==> config.mk <==
export PLATFORM = sky130hd
export DESIGN_NAME = dpi_stream_sequencer
export DESIGN_NICKNAME = d
export VERILOG_FILES = /design/src/rtl/dpi_stream_sequencer.sv
export SDC_FILE = /design/constraint.sdc
export NUM_CORES = 2
export LEC_CHECK = 0
export BUFFER_PORTS_ARGS = -buffer_cell sky130_fd_sc_hd__buf_2
export CAP_MARGIN = 20
export CELL_PAD_IN_SITES_DETAIL_PLACEMENT = 2
export CELL_PAD_IN_SITES_GLOBAL_PLACEMENT = 2
export CORE_MARGIN = 3
export CORE_UTILIZATION = 49
export DETAILED_ROUTE_END_ITERATION = 10
export PLACE_DENSITY_LB_ADDON = 0.1
export RECOVER_POWER = 25
export SETUP_SLACK_MARGIN = 0.1
export SKIP_CTS_REPAIR_TIMING = 1
export SLEW_MARGIN = 10
export SYNTH_ARGS = -nofsm -noshare
export SYNTH_HDL_FRONTEND = slang
export SYNTH_SLANG_ARGS = --single-unit
export TNS_END_PERCENT = 20
==> constraint.sdc <==
create_clock -name clk -period 13.8 [get_ports clk]
set_input_delay 0.69 -clock clk [delete_from_list [all_inputs] [get_ports clk]]
set_output_delay 0.69 -clock clk [all_outputs]
set_load 0.02 [all_outputs]
==> src/rtl/dpi_stream_sequencer.sv <==
// dpi_stream_sequencer: maps flow tags to stream IDs and sequences shared matcher control.
// Ports: in_* byte stream (valid/ready, sop/eop, 16-bit flow tag on sop), cfg_* enable-mask writes,
// stream_id/new_stream_id/load_state/char_in/char_in_vld/eop/enable to the matchers,
// busy (FSM not idle) and drop_cnt (saturating count of non-sop beats discarded while idle).
module dpi_stream_sequencer #(
  parameter int                   NUM_REGEX    = 8,
  parameter int                   DRAIN_CYCLES = 2,
  parameter logic [NUM_REGEX-1:0] DEFAULT_EN   = {NUM_REGEX{1'b1}}
) (
  input  logic                 clk,
  input  logic                 rst_n,
  input  logic                 in_vld,
  output logic                 in_rdy,
  input  logic                 in_sop,
  input  logic                 in_eop,
  input  logic [7:0]           in_data,
  input  logic [15:0]          in_flow_tag,
  input  logic                 cfg_we,
  input  logic [5:0]           cfg_addr,
  input  logic [NUM_REGEX-1:0] cfg_en,
  output logic [5:0]           stream_id,
  output logic                 new_stream_id,
  output logic                 load_state,
  output logic [7:0]           char_in,
  output logic                 char_in_vld,
  output logic                 eop,
  output logic [NUM_REGEX-1:0] enable,
  output logic                 busy,
  output logic [15:0]          drop_cnt
);
  typedef enum logic [2:0] {IDLE, LOOKUP, LOAD, SETTLE, STREAM, DRAIN, EOP} state_e;
  state_e               state_q, state_d;
  logic [15:0]          flow_q, flow_d;
  logic                 first_q, first_d;
  logic [3:0]           cnt_q, cnt_d;
  logic [5:0]           alloc_q, alloc_d;
  logic [63:0]          valid_q;
  logic [15:0]          tag_mem [64];
  logic [NUM_REGEX-1:0] en_mem [64];
  logic                 rdy_q, load_q, cvld_q, cvld_d, eop_q, busy_q, new_q, new_d;
  logic [5:0]           sid_q, sid_d;
  logic [7:0]           char_q, char_d;
  logic [NUM_REGEX-1:0] en_q, en_d;
  logic [15:0]          drop_q, drop_d;
  logic                 hit, alloc_we, accept;
  logic [5:0]           hit_idx;
  // A sop beat is never consumed in IDLE, nor in STREAM once the held first beat has gone.
  assign in_rdy = rdy_q && !(in_sop && (state_q == IDLE || !first_q));
  assign accept = in_vld && in_rdy;
  always_comb begin
    hit = 1'b0;
    hit_idx = '0;
    for (int i = 0; i < 64; i++)
      if (valid_q[i] && tag_mem[i] == flow_q) begin
        hit = 1'b1;
        hit_idx = 6'(i);
      end
  end
  always_comb begin
    state_d = state_q;
    flow_d = flow_q;
    first_d = first_q;
    cnt_d = cnt_q;
    alloc_d = alloc_q;
    sid_d = sid_q;
    new_d = new_q;
    en_d = en_q;
    char_d = char_q;
    cvld_d = 1'b0;
    drop_d = drop_q;
    alloc_we = 1'b0;
    unique case (state_q)
      IDLE:
        if (in_vld && in_sop) begin
          flow_d = in_flow_tag;
          state_d = LOOKUP;
        end else if (accept) drop_d = drop_q + 16'(drop_q != 16'hFFFF);
      LOOKUP: begin
        state_d = LOAD;
        alloc_we = !hit;
        sid_d = hit ? hit_idx : alloc_q;
        new_d = !hit;
        en_d = hit ? en_mem[hit_idx] : DEFAULT_EN;
        alloc_d = hit ? alloc_q : alloc_q + 6'd1;
      end
      LOAD: state_d = SETTLE;
      SETTLE: begin
        state_d = STREAM;
        first_d = 1'b1;
      end
      STREAM: begin
        cnt_d = 4'(DRAIN_CYCLES);
        if (accept) begin
          char_d = in_data;
          cvld_d = 1'b1;
          first_d = 1'b0;
          state_d = in_eop ? DRAIN : STREAM;
        end else if (in_vld && in_sop) state_d = DRAIN;
      end
      // Entered on the cycle of the last char_in_vld, so one extra cycle is spent here.
      DRAIN: begin
        cnt_d = cnt_q - 4'd1;
        state_d = cnt_q == 4'd0 ? EOP : DRAIN;
      end
      EOP: state_d = IDLE;
      default: state_d = IDLE;
    endcase
  end
  always_ff @(posedge clk) begin
    if (!rst_n) begin
      state_q <= IDLE;
      flow_q <= '0;
      first_q <= 1'b0;
      cnt_q <= '0;
      alloc_q <= '0;
      valid_q <= '0;
      rdy_q <= 1'b0;
      load_q <= 1'b0;
      cvld_q <= 1'b0;
      eop_q <= 1'b0;
      busy_q <= 1'b0;
      new_q <= 1'b0;
      sid_q <= '0;
      char_q <= '0;
      en_q <= '0;
      drop_q <= '0;
    end else begin
      state_q <= state_d;
      flow_q <= flow_d;
      first_q <= first_d;
      cnt_q <= cnt_d;
      alloc_q <= alloc_d;
      if (alloc_we) valid_q[alloc_q] <= 1'b1;
      rdy_q <= state_d == IDLE || state_d == STREAM;
      load_q <= state_d == LOAD;
      cvld_q <= cvld_d;
      eop_q <= state_d == EOP;
      busy_q <= state_d != IDLE;
      new_q <= new_d;
      sid_q <= sid_d;
      char_q <= char_d;
      en_q <= en_d;
      drop_q <= drop_d;
    end
  end
  // A config write in the allocation cycle to the same entry lands last and wins.
  always_ff @(posedge clk) begin
    if (alloc_we) begin
      tag_mem[alloc_q] <= flow_q;
      en_mem[alloc_q] <= DEFAULT_EN;
    end
    if (cfg_we) en_mem[cfg_addr] <= cfg_en;
  end
  assign stream_id = sid_q;
  assign new_stream_id = new_q;
  assign load_state = load_q;
  assign char_in = char_q;
  assign char_in_vld = cvld_q;
  assign eop = eop_q;
  assign enable = en_q;
  assign busy = busy_q;
  assign drop_cnt = drop_q;
endmodule

==> qor_table.md <==
| Quantity | Reported |
|:---|:---|
| GR Util met1 | 0.4524 |
| Core region area | 157300 um2 |
| I/O Buffers | 87 |
| TritonCTS clock tree | built |
| Crit path arrival time | 11.12 ns |
| Number of failing hold endpoints at the final stage | 0 |
| Initial antenna violation count | 11 |
| Worst VDD drop | 0.0001314 V |
| Clock buffer depth | 3 |
| Global Route met3 Usage | 0.05389 |
| Status | finished, violations left |
| Critical Path Sink Type | flip-flop |
| Share of final-layout standard cells stronger than drive strength 1 | 0.1369 |
| Data required time at the worst endpoint | 14.49 ns |
| Die Outline Area | 164100 um2 |
| Slew margin rel. | -1.440 |
| Total setup violations reported at the end of the flow | 0 |
| Final critical path time including I/O delays and setup | 10.43 ns |
| Syn_nets | 6152 |
| Distinct cell type count after synthesis | 89 |
| Total half-perimeter wirelength after legalization and detailed placement | 175300 um |
| Actual slew at the worst max-slew pin | 3.660 ns |
| Number of instances in the synthesized netlist | 6104 |
| Summed negative setup slack over all endpoints | 0 ns |
| Standard-cell rows | 145 |
| Htree depth | 4 |
| Share of the clock period used by the worst path after layout | 0.7561 |
| Busiest metal layer after global routing | met2 |
| Worst hold margin | 0.1198 ns |
| Remaining Overflow, GRT | 0 |
| Initial DRT Pass Iterations | 8 |
| Cell taking the most area after synthesis | edfxtp_1 |
| Met2 usage in global routing | 0.5910 |
| Flip-flop and latch count after synthesis | 1674 |
| Synthesized area divided by synthesized cell count | 12.78 um2 |
| CTS sink count | 1674 |
| Routed wirelength normalized by instance count | 34.75 um |
| Clock Pin Slew Worst Setup and Hold Paths | 0.06 ns |
| GRT Resource Usage Total | 0.3531 |
| Count of flip-flops with a built-in enable after synthesis | 1536 |
| PD cells | 131.5 nW/um2 |
| Cell with the most instances after synthesis | edfxtp_1 |
| Maximum number of pins on one net before global-route repair | 133 |
| Class of the worst hold path | in2reg |
| Violated checks | capacitance limit, slew limit |
| Fraction of the yosys area taken by sequential cells | 0.6265 |
| Post-synth ARST share | 0 |
| TritonCTS buffer count | 180 |
| YS warnings | 0 |
| Top post-synthesis cells by area | edfxtp_1 (59%), xor2_1 (6.3%), xnor2_1 (5.4%) |
| Count of pins over their slew limit | 1116 |
| Wire length of the first global-routing pass | 426500 um |
| Commonest register cell after synthesis | edfxtp_1 |
| Final routed DRC violation total | 0 |
| Number of nets in the layout | 6244 |
| Synthesized cell area | 78030 um2 |
| Unrepaired setup endpoints after global routing | no |
| Routed Wire Length | 292500 um |
| Count of maximum capacitance violations | 32 |
| Total leakage power | 0.02797 uW |
| Cell at the root of the clock tree | clkbuf_16 |
| RePlAce Congestion | 0.8586 |
| Count of antenna-violating nets left after detailed routing | 0 |
| Avg Vias per Cell | 6.503 |
| Die width | 405.1 um |
| Layout area overhead | 11.04% |
| Ports | 88 |
| Critical Path Start Type | flip-flop |
| Crit path kind | reg2reg |
| Most instantiated cells after synthesis | edfxtp_1 (1536), nand2_1 (561), xor2_1 (561) |
| Highest Clock Rate | 95.84 MHz |
| Iter 0 DRT Violations | 5862 |
| Initial cell density of the core | 0.4961 |
| Overall via count from detail_route | 54740 |
| Die height | 405.1 um |
| Layout Skew | 0.03379 ns |
| Vias in the first global route | 59930 |
| Area share of the largest cell type after synthesis | 0.5911 |
| Maximum net fanout on the critical path | 58 |
| Clock latency on the worst-skew pair | 0.83 ns |
## path summary, 6_finish.rpt
path / from / end / slack, ns / cells after the start
min: in_flow_tag[8] / flow_q[8] / 0.12 / 3
min reg2reg: valid_q[52] / valid_q[52] / 0.49 / 1
max reg2reg: flow_q[13] / enable[5] / 3.37 / 17
max: flow_q[13] / enable[5] / 3.37 / 17
## worst max-delay path, cell delays in order (launching register included)
cell	delay (ns)
dfxtp_1	1.33
clkbuf_1	2.41
xor2_1	0.49
or4_1	0.71
nor4_1	0.45
nand4_1	0.27
a311oi_1	0.68
nand2_1	0.12
o2111ai_1	0.38
nand3_1	0.48
nand2_8	0.58
buf_4	0.65
a21oi_1	0.13
o21ai_0	0.37
o21ai_1	0.27
nor4_1	0.59
nor2_1	0.11
nor3b_1	0.16
## per-stage QoR
stage | setup WS, ns | instance area [um2] | power (uW) | utilization | instances
CTS | 5.929 | 86710 | 11420 | 0.5512 | 8396
detailed placement | 6.192 | 80530 | 6247 | 0.5120 | 8057
finish | 3.366 | 86650 | 11400 | 0.5509 | 8417
global route | 3.142 | 86640 | 11640 | 0.5508 | 8412
floorplan | 7.024 | 78030 | 6011 | - | 6104
global placement | 6.576 | 80470 | 6210 | 0.5116 | 8049
## flip-flops by register name (all words and copies together), names as in the netlist, 3 cells and up
| name | cells |
|---|---|
| en_mem | 512 |
| valid_q | 64 |
| char_in | 8 |
| state_q | 3 |
| stream_id | 6 |
| drop_cnt | 16 |
| flow_q | 16 |
| alloc_q | 6 |
| tag_mem | 1024 |
| cnt_q | 4 |
| enable | 8 |
## cell families after synthesis
| kind of cell | after synthesis | synth area share |
|---|---|---|
| AND/OR/NAND/NOR | 2346 | 0.1682 |
| flip-flops | 1674 | 0.6265 |
| XOR/XNOR | 1045 | 0.1173 |
| AO/OA/AOI/OAI | 523 | 0.04296 |
| buffers and inverters | 385 | 0.02776 |
| multiplexers | 127 | 0.01668 |
| adder cells (fa/ha/maj) | 4 | 0.0006414 |
## report_power, final
part	switching (uW)	leakage, uW	internal [uW]	total, uW
Clock	2210	0.00302	3010	5220
Combinational	434	0.0113	154	589
Sequential	56.8	0.0137	5530	5590
## placed cells by master, fill, tap and decap left out, types with 94 or more instances in the layout
master,Yosys,layout
a21oi_1,163,163
buf_2,63,94
buf_4,75,140
clkbuf_16,0,185
dfxtp_1,138,138
edfxtp_1,1536,1536
mux2i_1,103,103
nand2_1,561,561
nand3_1,141,139
nand4_1,169,169
nor2_1,252,250
nor4_1,193,191
or2_2,269,269
or3_1,266,266
xnor2_1,484,484
xor2_1,561,561
## metal layers
metal / routed length, um / share of wire
met5: 66 / 0.00023
met4: 15130 / 0.052
met3: 20280 / 0.069
met2: 142700 / 0.49
met1: 114300 / 0.39
## layout make-up
class                      count  area (um2)
inverter                      22       82.58
clock inverter                97        1154
fill                       14520       70640
antenna                        6       15.01
multi-input combinational   4045       27070
timing repair buffer         273        1842
tap                         2058        2575
clock buffer                 242        5024
sequential                  1674       48890
Note: power is estimated with default switching activity, not from simulation.
